===== src/rtl/aibcr3_rxdig_pkg.sv =====
// Shared definitions for the multi-lane AIB RX deserialiser.
// Contents: irxen mode encodings, the control state enum, the PRBS7 tap mask
// and a helper that tells whether a mode carries data.
package aibcr3_rxdig_pkg;

    localparam logic [2:0] MODE_ASYNC = 3'b000;
    localparam logic [2:0] MODE_DDR   = 3'b001;
    localparam logic [2:0] MODE_DIS   = 3'b010;
    localparam logic [2:0] MODE_CLK   = 3'b011;
    localparam logic [2:0] MODE_SDR   = 3'b100;

    typedef enum logic [1:0] {
        StDis,
        StFlush,
        StRun
    } state_e;

    // x^7 + x^6 + 1; history bit 0 is the newest bit, so taps are the bits 7 and 6 back.
    localparam logic [6:0] PRBS7_POLY = 7'b110_0000;

    function automatic logic is_data_mode(input logic [2:0] mode);
        return (mode == MODE_DDR) || (mode == MODE_SDR);
    endfunction

endpackage


===== src/rtl/aibcr3_rxdig_deser_lane.sv =====
// Single-lane accumulator of the RX deserialiser.
// Ports:
//   iclkin_dist, irstb : clock, asynchronous active-low reset
//   idat0, idat1       : earlier / later bit of this lane's pair
//   clear              : drop the partial word (not accumulating this cycle)
//   slip               : discard idat0 this cycle (the later bit goes first)
//   emit               : a word completes this cycle
//   cnt                : shared fill level, position of the next bit
//   add                : number of bits appended this cycle (0..2)
//   word               : last completed word, LSB oldest; held between strobes
module aibcr3_rxdig_deser_lane #(
    parameter int unsigned RATIO = 4,
    parameter int unsigned CNT_W = 3
) (
    input  logic             iclkin_dist,
    input  logic             irstb,
    input  logic             idat0,
    input  logic             idat1,
    input  logic             clear,
    input  logic             slip,
    input  logic             emit,
    input  logic [CNT_W-1:0] cnt,
    input  logic [1:0]       add,
    output logic [RATIO-1:0] word
);

    logic [RATIO:0] acc_q;
    logic [RATIO:0] ins;
    logic           first;

    always_comb begin
        first = slip ? idat1 : idat0;
        ins   = acc_q;
        for (int unsigned i = 0; i <= RATIO; i++) begin
            if ((add != 2'd0) && (cnt == CNT_W'(i))) begin
                ins[i] = first;
            end
            if ((add == 2'd2) && ((cnt + CNT_W'(1)) == CNT_W'(i))) begin
                ins[i] = idat1;
            end
        end
    end

    always_ff @(posedge iclkin_dist or negedge irstb) begin
        if (!irstb) begin
            acc_q <= '0;
            word  <= '0;
        end else if (clear) begin
            acc_q <= '0;
        end else if (emit) begin
            word  <= ins[RATIO-1:0];
            acc_q <= ins >> RATIO;
        end else begin
            acc_q <= ins;
        end
    end

endmodule


===== src/rtl/aibcr3_rxdig_deser.sv =====
// Multi-lane AIB RX deserialiser with lane-wide bit-slip and mode-change flush.
// Ports:
//   iclkin_dist, irstb : sole clock, asynchronous active-low reset
//   irxen              : shared mode (001 DDR, 100 SDR, 010 disable, 011 clock, else idle)
//   idat0, idat1       : per-lane earlier / later captured bit
//   i_slip             : one-cycle bit-slip request
//   odat_word          : lane k at [k*RATIO +: RATIO], LSB oldest
//   odat_vld           : one-cycle strobe qualifying odat_word
//   rx_disable         : registered mode is 010
//   clkbuf_en          : registered mode is 011
//   sync_datbuf_en     : control state is RUN
//   o_slip_busy        : a slip is pending
// Optional: define AIBCR3_RXDIG_DESER_PRBS_EN to add a PRBS7 checker on lane 0
// with outputs o_prbs_lock and o_prbs_err_cnt (saturating).
module aibcr3_rxdig_deser
    import aibcr3_rxdig_pkg::*;
#(
    parameter int unsigned NLANE     = 4,
    parameter int unsigned RATIO     = 4,
    parameter int unsigned FLUSH_CYC = 2
) (
    input  logic                   iclkin_dist,
    input  logic                   irstb,
    input  logic [2:0]             irxen,
    input  logic [NLANE-1:0]       idat0,
    input  logic [NLANE-1:0]       idat1,
    input  logic                   i_slip,
    output logic [NLANE*RATIO-1:0] odat_word,
    output logic                   odat_vld,
    output logic                   rx_disable,
    output logic                   clkbuf_en,
    output logic                   sync_datbuf_en,
    output logic                   o_slip_busy
`ifdef AIBCR3_RXDIG_DESER_PRBS_EN
    ,
    output logic                   o_prbs_lock,
    output logic [7:0]             o_prbs_err_cnt
`endif
);

    localparam int unsigned CNT_W = $clog2(RATIO + 2);

    state_e           state_q;
    logic [2:0]       mode_q;
    logic [2:0]       flush_cnt_q;
    logic [CNT_W-1:0] cnt_q;
    logic [CNT_W-1:0] cnt_d;
    logic [CNT_W-1:0] sum;
    logic [1:0]       add_cnt;
    logic             change;
    logic             run_go;
    logic             slip_take;
    logic             emit;

    // A mode change is seen the cycle irxen differs from the registered mode; it
    // wins over any word completing in that cycle.
    always_comb begin
        change    = (irxen != mode_q);
        run_go    = (state_q == StRun) && !change;
        slip_take = run_go && o_slip_busy;
        add_cnt   = 2'd0;
        if (run_go) begin
            if (mode_q == MODE_DDR) begin
                add_cnt = o_slip_busy ? 2'd1 : 2'd2;
            end else begin
                add_cnt = o_slip_busy ? 2'd0 : 2'd1;
            end
        end
        sum   = cnt_q + CNT_W'(add_cnt);
        emit  = run_go && (sum >= CNT_W'(RATIO));
        cnt_d = '0;
        if (run_go) begin
            cnt_d = emit ? (sum - CNT_W'(RATIO)) : sum;
        end
    end

    always_ff @(posedge iclkin_dist or negedge irstb) begin
        if (!irstb) begin
            state_q     <= StDis;
            mode_q      <= MODE_ASYNC;
            flush_cnt_q <= '0;
            cnt_q       <= '0;
            odat_vld    <= 1'b0;
            rx_disable  <= 1'b0;
            clkbuf_en   <= 1'b0;
            o_slip_busy <= 1'b0;
        end else begin
            mode_q     <= irxen;
            rx_disable <= (irxen == MODE_DIS);
            clkbuf_en  <= (irxen == MODE_CLK);
            cnt_q      <= cnt_d;
            odat_vld   <= emit;
            if (change) begin
                state_q     <= StFlush;
                flush_cnt_q <= '0;
                o_slip_busy <= 1'b0;
            end else begin
                unique case (state_q)
                    StFlush: begin
                        o_slip_busy <= 1'b0;
                        if (flush_cnt_q == 3'(FLUSH_CYC - 1)) begin
                            state_q     <= is_data_mode(mode_q) ? StRun : StDis;
                            flush_cnt_q <= '0;
                        end else begin
                            flush_cnt_q <= flush_cnt_q + 3'd1;
                        end
                    end
                    StRun: begin
                        // The pending slip is consumed this cycle; a request now is ignored.
                        if (o_slip_busy) begin
                            o_slip_busy <= 1'b0;
                        end else if (i_slip) begin
                            o_slip_busy <= 1'b1;
                        end
                    end
                    default: begin
                        o_slip_busy <= 1'b0;
                    end
                endcase
            end
        end
    end

    assign sync_datbuf_en = (state_q == StRun);

    for (genvar k = 0; k < NLANE; k++) begin : g_lane
        aibcr3_rxdig_deser_lane #(
            .RATIO (RATIO),
            .CNT_W (CNT_W)
        ) u_lane (
            .iclkin_dist (iclkin_dist),
            .irstb       (irstb),
            .idat0       (idat0[k]),
            .idat1       (idat1[k]),
            .clear       (!run_go),
            .slip        (slip_take),
            .emit        (emit),
            .cnt         (cnt_q),
            .add         (add_cnt),
            .word        (odat_word[k*RATIO +: RATIO])
        );
    end

`ifdef AIBCR3_RXDIG_DESER_PRBS_EN
    logic [6:0] prbs_hist_q, prbs_hist_d;
    logic [2:0] prbs_seed_q, prbs_seed_d;
    logic [4:0] prbs_good_q, prbs_good_d;
    logic       prbs_lock_d;
    logic [7:0] prbs_err_d;

    // Bits are checked oldest first. Until locked the history follows the received
    // stream (self-sync); once locked it free-runs so a single bit error counts once.
    always_comb begin
        logic b;
        logic p;
        b           = 1'b0;
        p           = 1'b0;
        prbs_hist_d = prbs_hist_q;
        prbs_seed_d = prbs_seed_q;
        prbs_good_d = prbs_good_q;
        prbs_lock_d = o_prbs_lock;
        prbs_err_d  = o_prbs_err_cnt;
        if (odat_vld) begin
            for (int unsigned i = 0; i < RATIO; i++) begin
                b = odat_word[i];
                p = ^(prbs_hist_d & PRBS7_POLY);
                if (prbs_seed_d < 3'd7) begin
                    prbs_hist_d = {prbs_hist_d[5:0], b};
                    prbs_seed_d = prbs_seed_d + 3'd1;
                end else if (prbs_lock_d) begin
                    if ((b != p) && (prbs_err_d != 8'hFF)) begin
                        prbs_err_d = prbs_err_d + 8'd1;
                    end
                    prbs_hist_d = {prbs_hist_d[5:0], p};
                end else begin
                    prbs_hist_d = {prbs_hist_d[5:0], b};
                    if (b != p) begin
                        prbs_good_d = '0;
                    end else begin
                        prbs_good_d = prbs_good_d + 5'd1;
                        if (prbs_good_d == 5'd16) begin
                            prbs_lock_d = 1'b1;
                        end
                    end
                end
            end
        end
    end

    always_ff @(posedge iclkin_dist or negedge irstb) begin
        if (!irstb) begin
            prbs_hist_q    <= '0;
            prbs_seed_q    <= '0;
            prbs_good_q    <= '0;
            o_prbs_lock    <= 1'b0;
            o_prbs_err_cnt <= '0;
        end else if (state_q != StRun) begin
            prbs_hist_q    <= '0;
            prbs_seed_q    <= '0;
            prbs_good_q    <= '0;
            o_prbs_lock    <= 1'b0;
            o_prbs_err_cnt <= '0;
        end else begin
            prbs_hist_q    <= prbs_hist_d;
            prbs_seed_q    <= prbs_seed_d;
            prbs_good_q    <= prbs_good_d;
            o_prbs_lock    <= prbs_lock_d;
            o_prbs_err_cnt <= prbs_err_d;
        end
    end
`endif

endmodule


===== config.mk =====
export PLATFORM = sky130hd
export DESIGN_NAME = aibcr3_rxdig_deser
export DESIGN_NICKNAME = d
export VERILOG_FILES = /design/src/rtl/aibcr3_rxdig_pkg.sv /design/src/rtl/aibcr3_rxdig_deser_lane.sv /design/src/rtl/aibcr3_rxdig_deser.sv
export SDC_FILE = /design/constraint.sdc
export NUM_CORES = 1
export LEC_CHECK = 0
export ABC_CLOCK_PERIOD_IN_PS = 3100
export CORE_MARGIN = 3
export CORE_UTILIZATION = 33
export CTS_BUF_LIST = sky130_fd_sc_hd__clkbuf_16
export DETAILED_ROUTE_END_ITERATION = 10
export RECOVER_POWER = 25
export SLEW_MARGIN = 30
export SYNTH_ARGS = -nofsm -noshare
export SYNTH_HDL_FRONTEND = slang
export SYNTH_SLANG_ARGS = --single-unit

===== constraint.sdc =====
create_clock -name iclkin_dist -period 3.1 [get_ports iclkin_dist]
set_input_delay 0.62 -clock iclkin_dist [delete_from_list [all_inputs] [get_ports iclkin_dist]]
set_output_delay 0.62 -clock iclkin_dist [all_outputs]
set_load 0.1 [all_outputs]

* Yosys cells after proc, flatten, opt, wreduce, memory -nomap -nowiden
Index checks and enable logic that the tools add are counted.
W data, S select, Z words.
** Operators by class
- Add/subtract/negate cells :: 4
- Magnitude comparators :: 1
- Equality and inequality tests :: 17
- Mux-type cells :: 69
- Reductions and logical operators :: 22
** Operator list (number)
- $mux W1 :: 49
- $mux W5 :: 8
- $eq A3 B2 Y1 const B :: 6
- $mux W3 :: 5
- $mux W2 :: 7
- $logic_and A1 B1 Y1 :: 13
- $eq A3 B1 Y1 const B :: 4
- $eq A3 B3 Y1 const B :: 3
- $add A3 B1 Y3 const B :: 2
- $logic_not A3 Y1 :: 2
- $reduce_bool A2 Y1 :: 3
- $eq A2 B2 Y1 const B :: 2
- $reduce_and A2 Y1 :: 2
- $add A3 B2 Y3 :: 1
- $ge A3 B3 Y1 const B :: 1
- $ne A3 B3 Y1 :: 1
- $sub A3 B3 Y3 const B :: 1
- $eq A2 B1 Y1 const B :: 1
- $logic_not A1 Y1 :: 1
- $logic_or A1 B1 Y1 :: 1
** Word-level totals
- Bits in registers :: 51
- Output and inout bits :: 21
- Word-level logic and storage cells :: 129

* Longest topological paths before layout
Gate-level depths: netlist of run 1.
- Depth in word-level cells :: 10
- Depth in mapped cells :: 13
- Depth with buffers taken out :: 10

* Cells and area by module
Synthesis of run 1 repeated with hierarchy kept, for this count alone.
** Second synthesis, totals
- Cell total of the unflattened synthesis :: 325
- Area total of the unflattened synthesis :: 3141.8 um^2
** By module, submodules not included
- aibcr3_rxdig_deser_lane :: times used 4, cells an instance 67, area an instance 614.3 um^2, seq. area each 225.2 um^2
- aibcr3_rxdig_deser :: times used 1, cells an instance 57, area an instance 684.4 um^2, seq. area each 375.4 um^2

* Worst setup path before layout of run 1
Ideal clock, no wire load.
- Path type :: register to register
- From :: register state_q[1]
- To :: register g_lane[0].u_lane.word[1]
- Arrival :: 4.178 ns
- Required time :: 2.972 ns
- Setup slack :: -1.206 ns
- Stages on the path, launching flop included :: 14
- Cell sequence :: dfrtp_1 > nor2b_1 > and4_1 > clkbuf_1 > clkbuf_1 > and2_1 > ha_1 > fa_1 > xor2_1 > nand2_1 > inv_1 > clkbuf_1 > and2_1 > a21oi_1
** On the way
- Longest elaborated chain between the ends :: 7
** Ends and longest elaborated chain
- from (decl) :: RTL line aibcr3_rxdig_deser.sv:43 : state_e state_q;
- from (signal assigned) :: RTL line aibcr3_rxdig_deser.sv:79 : state_q <= StDis;
- from (signal assigned) :: RTL line aibcr3_rxdig_deser.sv:94 : state_q <= StFlush;
- from (signal assigned) :: RTL line aibcr3_rxdig_deser.sv:102 : state_q <= is_data_mode(mode_q) ? StRun : StDis;
- $eq A2 B2 Y1 *
- named net sync_datbuf_en :: RTL line aibcr3_rxdig_deser.sv:32 : output logic sync_datbuf_en,
- $logic_and A1 B1 Y1 * :: RTL line aibcr3_rxdig_deser.sv:59 : run_go = (state_q == StRun) && !change;
- $mux W2 :: RTL line aibcr3_rxdig_deser.sv:62 : if (run_go) begin
- $add A3 B2 Y3 or $reduce_bool A2 Y1 (tied branches) :: RTL line aibcr3_rxdig_deser.sv:69, aibcr3_rxdig_deser_lane.sv:35
- $ge A3 B3 Y1 or $logic_and A1 B1 Y1 (tied branches) :: RTL line aibcr3_rxdig_deser.sv:70, aibcr3_rxdig_deser_lane.sv:35
- $logic_and A1 B1 Y1 or $mux W1 (tied branches) :: RTL line aibcr3_rxdig_deser.sv:70, aibcr3_rxdig_deser_lane.sv:35
- $reduce_and A2 Y1 (no line) or $mux W1 (tied branches)
- to (signal assigned) :: RTL line aibcr3_rxdig_deser_lane.sv:51 : word <= ins[RATIO-1:0];
- to (decl) :: RTL line aibcr3_rxdig_deser_lane.sv:24 : output logic [RATIO-1:0] word
Mark *: on every way through the listed nets, which the timed path passes. The rest lies on a longest branch.
A chain may end at the register's enable or synchronous reset.

* Worst setup path after layout of run 1
- From :: input port irxen[1]
- To :: register g_lane[3].u_lane.acc_q[4]
** On the way
- Longest elaborated chain between the ends :: 10
** Ends and longest elaborated chain
- from (decl) :: RTL line aibcr3_rxdig_deser.sv:24 : input logic [2:0] irxen,
- $ne A3 B3 Y1 * :: RTL line aibcr3_rxdig_deser.sv:58 : change = (irxen != mode_q);
- $logic_not A1 Y1 * :: RTL line aibcr3_rxdig_deser.sv:59
- $logic_and A1 B1 Y1 * :: RTL line aibcr3_rxdig_deser.sv:59
- parallel branches: the longest is 6 deep, another holds $add A3 B2 Y3
- $mux W5 * :: RTL line aibcr3_rxdig_deser_lane.sv:48 : end else if (clear) begin
- to (signal assigned) :: RTL line aibcr3_rxdig_deser_lane.sv:52 : acc_q <= ins >> RATIO;
- to (signal assigned) :: RTL line aibcr3_rxdig_deser_lane.sv:54 : acc_q <= ins;
- to (decl) :: RTL line aibcr3_rxdig_deser_lane.sv:27 : logic [RATIO:0] acc_q;
Mark *: on every way between the ends.

==> impl_results.md, run 1 <==
- Clock Latency Late Sink: 0.29 ns
- CTS tree: built
- Sequential area share after synthesis: 0.443
- Core outline area: 8340 sq um
- DR pass1 iterations: 5
- Avg Inst Size Synth: 9.39 sq um
- Rel. slew slack: -0.108
- Setup ws final: 0.147 ns
- I/O Buffers: 34
- Die ar.: 9890 sq um
- CTS Root Cell: clkbuf_16
- Final ANT Viol Nets: 0
- Leakage: 1.65 nW
- CP Class: in2reg
- Max Cap Viol: 1
- Number of global-route vias before repair: 2676
- Total wire length: 8.31 mm
- Buf/Inv on CP: 3
- Finished Layout Cells: 474
- Hold slack: 0.498 ns
- Mapped Cells: 307
- TritonCTS Buffers: 5
- Crit-path max FO: 10
- Critical path endpoint category: flip-flop
- Outcome: finished with violations
- Pwr Density: 366 nW/um^2
- Initial DRC count: 187
- Hold Startpoint: g_lane[3].u_lane.word[3]
- Synth area leaders: dfrtp_1 (44%), a21oi_1 (4.3%), nand2_1 (3.4%), o21ai_0 (2.6%), nor2_1 (2.5%)
- DR DRC count: 0
- Gpl congestion: 0.915
- Post-synthesis net count: 325
- P&R area growth vs syn: 28.3%
- Mean routed wirelength per cell: 17.5 microns
- Post-synth EDFFs: 0
- Slew Limit Fails: 31
- Yosys top cell area share: 0.443
- Nets: 386
- Library cells used by synthesis: 57
- Worst-Margin Slew: 1.66 ns
- H-tree levels: 2
- Via count: 2661
- HP Class: reg2reg
- CP startpoint: irxen[1]
- Post-Syn Area: 2880 sq um
- FMAX: 339 MHz
- Cts hold-fix bufs: 0
- Hold Fails Final Rpt: 0
- Initial Util: 0.346
- Share of flip-flops with an asynchronous set or reset: 1.00
- CTS clk-pin slew, worst paths: 0.07 ns
- Ant diodes: 0
- CTS sink count: 51
- Final Skew: 0.00753 ns
- Num rows: 33
- CTS max path bufs: 2
- Initial antenna violation count: 0
- CP max stage cell: clkdlybuf4s50_1
- Dominant cell type by area after synthesis: dfrtp_1
- Vias per cell: 5.61
- Period utilization: 0.952
- Crit path cell chain: clkdlybuf4s50_1, xnor2_1, and4_1, and2_1, ha_1, fa_2, xnor2_2, buf_4, nand2_1, buf_4, nor2_1, a22o_1
- Post-DP HPWL: 6.30 mm
- Crit start category: input pin
- Ys flop type: dfrtp_1
- IO Pins: 35
- Largest net degree at the start of global routing: 31
- Overflow after GRT: 0
- Synthesized flop and latch total: 51
- DIE WIDTH: 99.5 microns
- Critical path's largest stage delay: 0.43 ns
- Worst vdd ir: 0.223 mV
- Failing checks: max-capacitance violations, max-slew violations
- Final setup violation count: 0
- Critical Path RT: 3.28 ns
- CP arrival: 3.13 ns
- Pre-CTS setup slack: -0.279 ns
- Layout cell share with drive strength beyond 1: 0.238
- First-pass GRT wire length: 13.9 mm
- Synthesis warning total: 0
- R2R Path Start: mode_q[2]
- Die Ht: 99.5 microns
- RSZ-0062 raised after global routing: false
- Tmin final: 2.95 ns
- Critical Path Most Common Cell: buf_4
- Placed Instances: 465
- CP top delay family: buffers and inverters
- Tot GR Track Use: 0.175
- Filler Cell Count: 833
## cell type report
type / count / area, sq um / area share
Timing Repair Buffer: 73 / 574 / 0.155
Inverter: 9 / 33.8 / 0.00913
Clock inverter: 3 / 15.0 / 0.00406
Clock buffer: 5 / 125 / 0.0338
Tap cell: 105 / 131 / 0.0355
Multi-Input combinational cell: 228 / 1540 / 0.416
Sequential cell: 51 / 1280 / 0.346
## layer usage
metal	wire (microns)	GRT usage	share of wire
met1	3840	0.241	0.46
met2	3770	0.281	0.45
met3	528	0.0344	0.064
met4	174	0.0525	0.021
met5	0	0	0
## synthesized netlist by cell type (5+ instances only)
cell / count
xnor2_1: 6
o22ai_1: 5
a21oi_1: 25
nand2_1: 26
mux2i_1: 6
dfrtp_1: 51
and2_1: 7
o211ai_1: 7
o21ai_0: 15
clkbuf_1: 14
xor2_1: 5
nor3_1: 14
inv_1: 8
nor2_1: 19
o2111ai_1: 6
or2_2: 6
## report_power, final
group	leakage [nW]	switching, W	internal, W	total (W)
combinational	0.886	0.0000831	0.0000541	0.000137
clock	0.0733	0.000242	0.000295	0.000537
sequential	0.695	0.00000862	0.000671	0.000679
total	1.65	0.000334	0.00102	0.00135
## worst min-delay path, cell delays in order, from the launching register on
cell and delay (ns):
dfrtp_1 0.36, nand2_1 0.05, o21ai_0 0.06
## cells by family (layout without fill, tap and decap cells)
logic type,Yosys count,in the layout,share of synthesized area
AOI/OAI and AO/OA,97,97,0.230
xor gates and xnor gates,11,11,0.0334
adders and majority gates,4,4,0.0200
buffers and inverters,28,90,0.0378
DFF,51,51,0.443
muxes,10,10,0.0391
other,1,1,0.00130
and+or+nand+nor,105,105,0.195
## state kept, by name, summed over array words and instances, names as in the netlist
register / count
odat_vld: 1
o_slip_busy: 1
rx_disable: 1
clkbuf_en: 1
g_lane.u_lane.word: 16
cnt_q: 3
state_q: 2
flush_cnt_q: 3
g_lane.u_lane.acc_q: 20
mode_q: 3
## worst paths after layout
kind	to	cells after the start	slack [ns]
worst min register to register	g_lane[3].u_lane.word[3]	2	0.50
worst max-delay path	g_lane[3].u_lane.acc_q[4]	12	0.15
worst max register to register	g_lane[3].u_lane.acc_q[4]	11	0.37
min in group asynchronous	g_lane[2].u_lane.acc_q[3]	1	0.76
worst min-delay path	g_lane[3].u_lane.word[3]	2	0.50
max in group asynchronous	o_slip_busy	1	1.17
## layout by cell type, fill, tap and decap left out, types with 3 or more instances in the layout
cell	Yosys	layout
o22ai_1	5	5
nand4b_1	3	3
o2111ai_1	6	6
inv_1	8	7
ha_1	3	3
nor2_1	19	19
xnor2_1	6	5
dfrtp_1	51	50
o21ai_0	15	15
nand3_1	4	4
mux2i_1	6	6
o31ai_1	3	3
o21bai_1	4	4
o211ai_1	7	7
a21o_1	4	4
or3_1	3	3
buf_4	0	60
nor3_1	14	13
xor2_1	5	4
or2_2	6	6
clkinv_2	0	3
a21oi_1	25	25
clkdlybuf4s50_1	0	12
nand3b_1	3	3
o41ai_1	4	4
and2_1	7	7
nand2_1	26	26
or4_1	3	3
a221o_1	4	4
clkbuf_16	0	5
a31oi_1	4	4
## through the flow
stage          area (sq um)  setup TNS (ns)  utilization  power (W)
3_5_place_dp           3530           -5.00        0.424   0.000827
4_1_cts                3670               0        0.440    0.00136
3_3_place_gp           3530           -3.56        0.424   0.000825
5_1_grt                3700               0        0.443    0.00140
2_1_floorplan          2910               0            -   0.000751
6_report               3700               0        0.443    0.00135
## what timing repair did
action / in CTS / in global routing
setup endpoints to repair: 0 / 19
resized for setup: 0 / 4
endpoints found under the hold margin: 0 / 0
setup buffers: 0 / 1
Power figures use the tool's default switching activity.
==> inputs of run 2 (changes only) <==
ABC_CLOCK_PERIOD_IN_PS = 3800   (was 3100)
CAP_MARGIN = 20   (was not set)
clock period = 3.8 ns   (was 3.1 ns; I/O delays follow)
==> impl_results.md, run 2 (synthesis gave the netlist of run 1 again) <==
- Outcome: finished with violations
- Failing checks: max-capacitance violations, max-slew violations
- Biggest register: g_lane.u_lane.acc_q
- Core outline area: 8340 sq um (unchanged)
- Crit start category: input pin
- Max Cap Viol: 1 (unchanged)
- Initial antenna violation count: 0 (unchanged)
- Num rows: 33 (unchanged)
- Commonest non-fill, non-tap cells in the layout: dfrtp_1 (51), clkdlybuf4s50_1 (33), nand2_1 (26)
- Clock Latency Late Sink: 0.30 ns (about the same)
- Leakage: 1.48 nW (-11%)
- CP startpoint: irxen[1]
- Crit path cell chain: clkdlybuf4s50_1, xnor2_1, and4_1, buf_4, and2_1, fa_1, xnor2_1, o211ai_1, a211oi_1, a221o_1
- Dpl cell area: 3400 sq um (-3.7%)
- Most common cell after layout, fill and taps aside: dfrtp_1
- Placed Instances: 442 (-4.9%)
- Gpl congestion: 0.905 (-1.1%)
- Number of global-route vias before repair: 2453 (-8.3%)
- CP Capture Point: g_lane[0].u_lane.acc_q[0]
- DIE WIDTH: 99.5 microns (unchanged)
- Critical Path Most Common Cell: xnor2_1
- First-pass GRT wire length: 13.3 mm (-4.2%)
- CTS max path bufs: 2 (unchanged)
- Critical Path RT: 4.04 ns (+0.76 ns)
- CTS clk-pin slew, worst paths: 0.07 ns (about the same)
- Finished Layout Cells: 450 (-5.1%)
- Resized Gates After CTS: 0 (unchanged)
- CP max stage cell: xnor2_1
- Via count: 2570 (-3.4%)
- Worst-Margin Slew: 1.63 ns (-0.0300 ns)
- CTS Root Cell: clkbuf_16
- FMAX: 296 MHz
- RSZ-0062 raised after global routing: false
- P&R area growth vs syn: 22.7%
- H-tree levels: 2 (unchanged)
- R2R Path Start: mode_q[0]
- Cts hold-fix bufs: 0 (unchanged)
- CP arrival: 3.62 ns (+0.49 ns)
- Die Ht: 99.5 microns (unchanged)
- Worst vdd ir: 0.155 mV (-31%)
- CP top delay family: compound AO/OA/AOI/OAI gates
- Total Power: 0.00111 W (-18%)
- Ant diodes: 0 (unchanged)
- Reg-to-reg endpoint: g_lane[0].u_lane.acc_q[0]
- Overflow after GRT: 0 (unchanged)
- Core Util, Final: 0.424 (-0.0192)
- Initial Util: 0.346 (unchanged)
- Largest regs: g_lane.u_lane.acc_q: 20 flops, g_lane.u_lane.word: 16 flops
- Final Skew: 0.00778 ns (+0.000251 ns)
- R2R Setup Slk: 0.77 ns (+0.40 ns)
- CTS sink count: 51 (unchanged)
- HP Class: reg2reg
- Layout cell share with drive strength beyond 1: 0.0986 (-0.140)
- Initial DRC count: 194 (+3.7%)
- TritonCTS Buffers: 5 (unchanged)
- FF-to-FF path depth: 9 (-2)
- Tmin final: 3.38 ns
- Rel. slew slack: -0.0877 (+0.0200)
- Final setup violation count: 0 (unchanged)
- Largest net degree at the start of global routing: 31 (unchanged)
- Crit-path max FO: 11 (+1)
- Hold Fails Final Rpt: 0 (unchanged)
- Critical path's largest stage delay: 0.48 ns (+0.05 ns)
- I/O Buffers: 34 (unchanged)
- IO Pins: 35 (unchanged)
- Setup Buffers After CTS: 0 (unchanged)
- Total wire length: 8.23 mm (-0.96%)
- Mean routed wirelength per cell: 18.3 microns (+4.3%)
- Post-DP HPWL: 6.02 mm (-4.4%)
- DR DRC count: 0 (unchanged)
- Setup TNS: 0 ns (unchanged)
- Slew Limit Fails: 31 (unchanged)
- Levels on crit path: 10 (-2)
- Period utilization: 0.889
- Vias per cell: 5.71 (+1.7%)
- Tot GR Track Use: 0.172 (-0.00328)
- Max reg flops: 20 (unchanged)
- CP Class: in2reg
- Critical path endpoint category: flip-flop
- DR pass1 iterations: 5 (unchanged)
- Final std cell area, no fill: 3540 sq um (-4.3%)
- CTS tree: built
- Final ANT Viol Nets: 0 (unchanged)
- Nets: 362 (-6.2%)
- Buf/Inv on CP: 2 (-1)
- Pwr Density: 315 nW/um^2 (-14%)
- Die ar.: 9890 sq um (unchanged)
## run 2: worst min path at each step
stage | start | end | cells after the start
floorplan | irstb | clkbuf_en | 0
global placement | g_lane[0].u_lane.word[3] | g_lane[0].u_lane.word[3] | 2
detailed placement | g_lane[3].u_lane.word[3] | g_lane[3].u_lane.word[3] | 2
CTS | irstb | flush_cnt_q[1] | 1
global route | g_lane[3].u_lane.word[0] | g_lane[3].u_lane.word[0] | 1
finish | g_lane[1].u_lane.word[3] | g_lane[1].u_lane.word[3] | 2
## run 2: per-layer routing
metal / vias up / wire length, microns / GRT usage
li1: 1210 / - / -
met1: 1280 / 3950 / 0.248
met2: 67 / 3780 / 0.270
met3: 13 / 376 / 0.0295
met4: 0 / 125 / 0.0420
met5: - / 0 / 0
## run 2: final cells by class
cell class	count	area [sq um]
clock inverters	3	23.8
repair buffers	49	448
clock buffers	5	125
inverters	9	33.8
multi-input cells	228	1500
flip-flops and latches	51	1280
well taps	105	131
fillers	829	4800
## run 2: power breakdown
part | internal [W] | switching, W
logic | 0.0000332 | 0.0000657
clock network | 0.000247 | 0.000216
registers | 0.000547 | 0.00000617
## run 2: worst reg2reg max path, cell delays in order (launching register included)
cell,delay [ns]
dfrtp_1,0.45
nor3b_1,0.23
ha_1,0.31
and2_1,0.16
ha_1,0.18
fa_1,0.41
xnor2_1,0.48
o211ai_1,0.31
a211oi_1,0.28
a221o_1,0.15
## run 2: through the flow
step           hold WS (ns)  worst slack (ns)
2_1_floorplan         0.464            0.0836
3_3_place_gp          0.484             0.163
3_5_place_dp          0.473             0.132
4_1_cts               0.456             0.422
5_1_grt               0.547             0.175
6_report              0.498             0.420
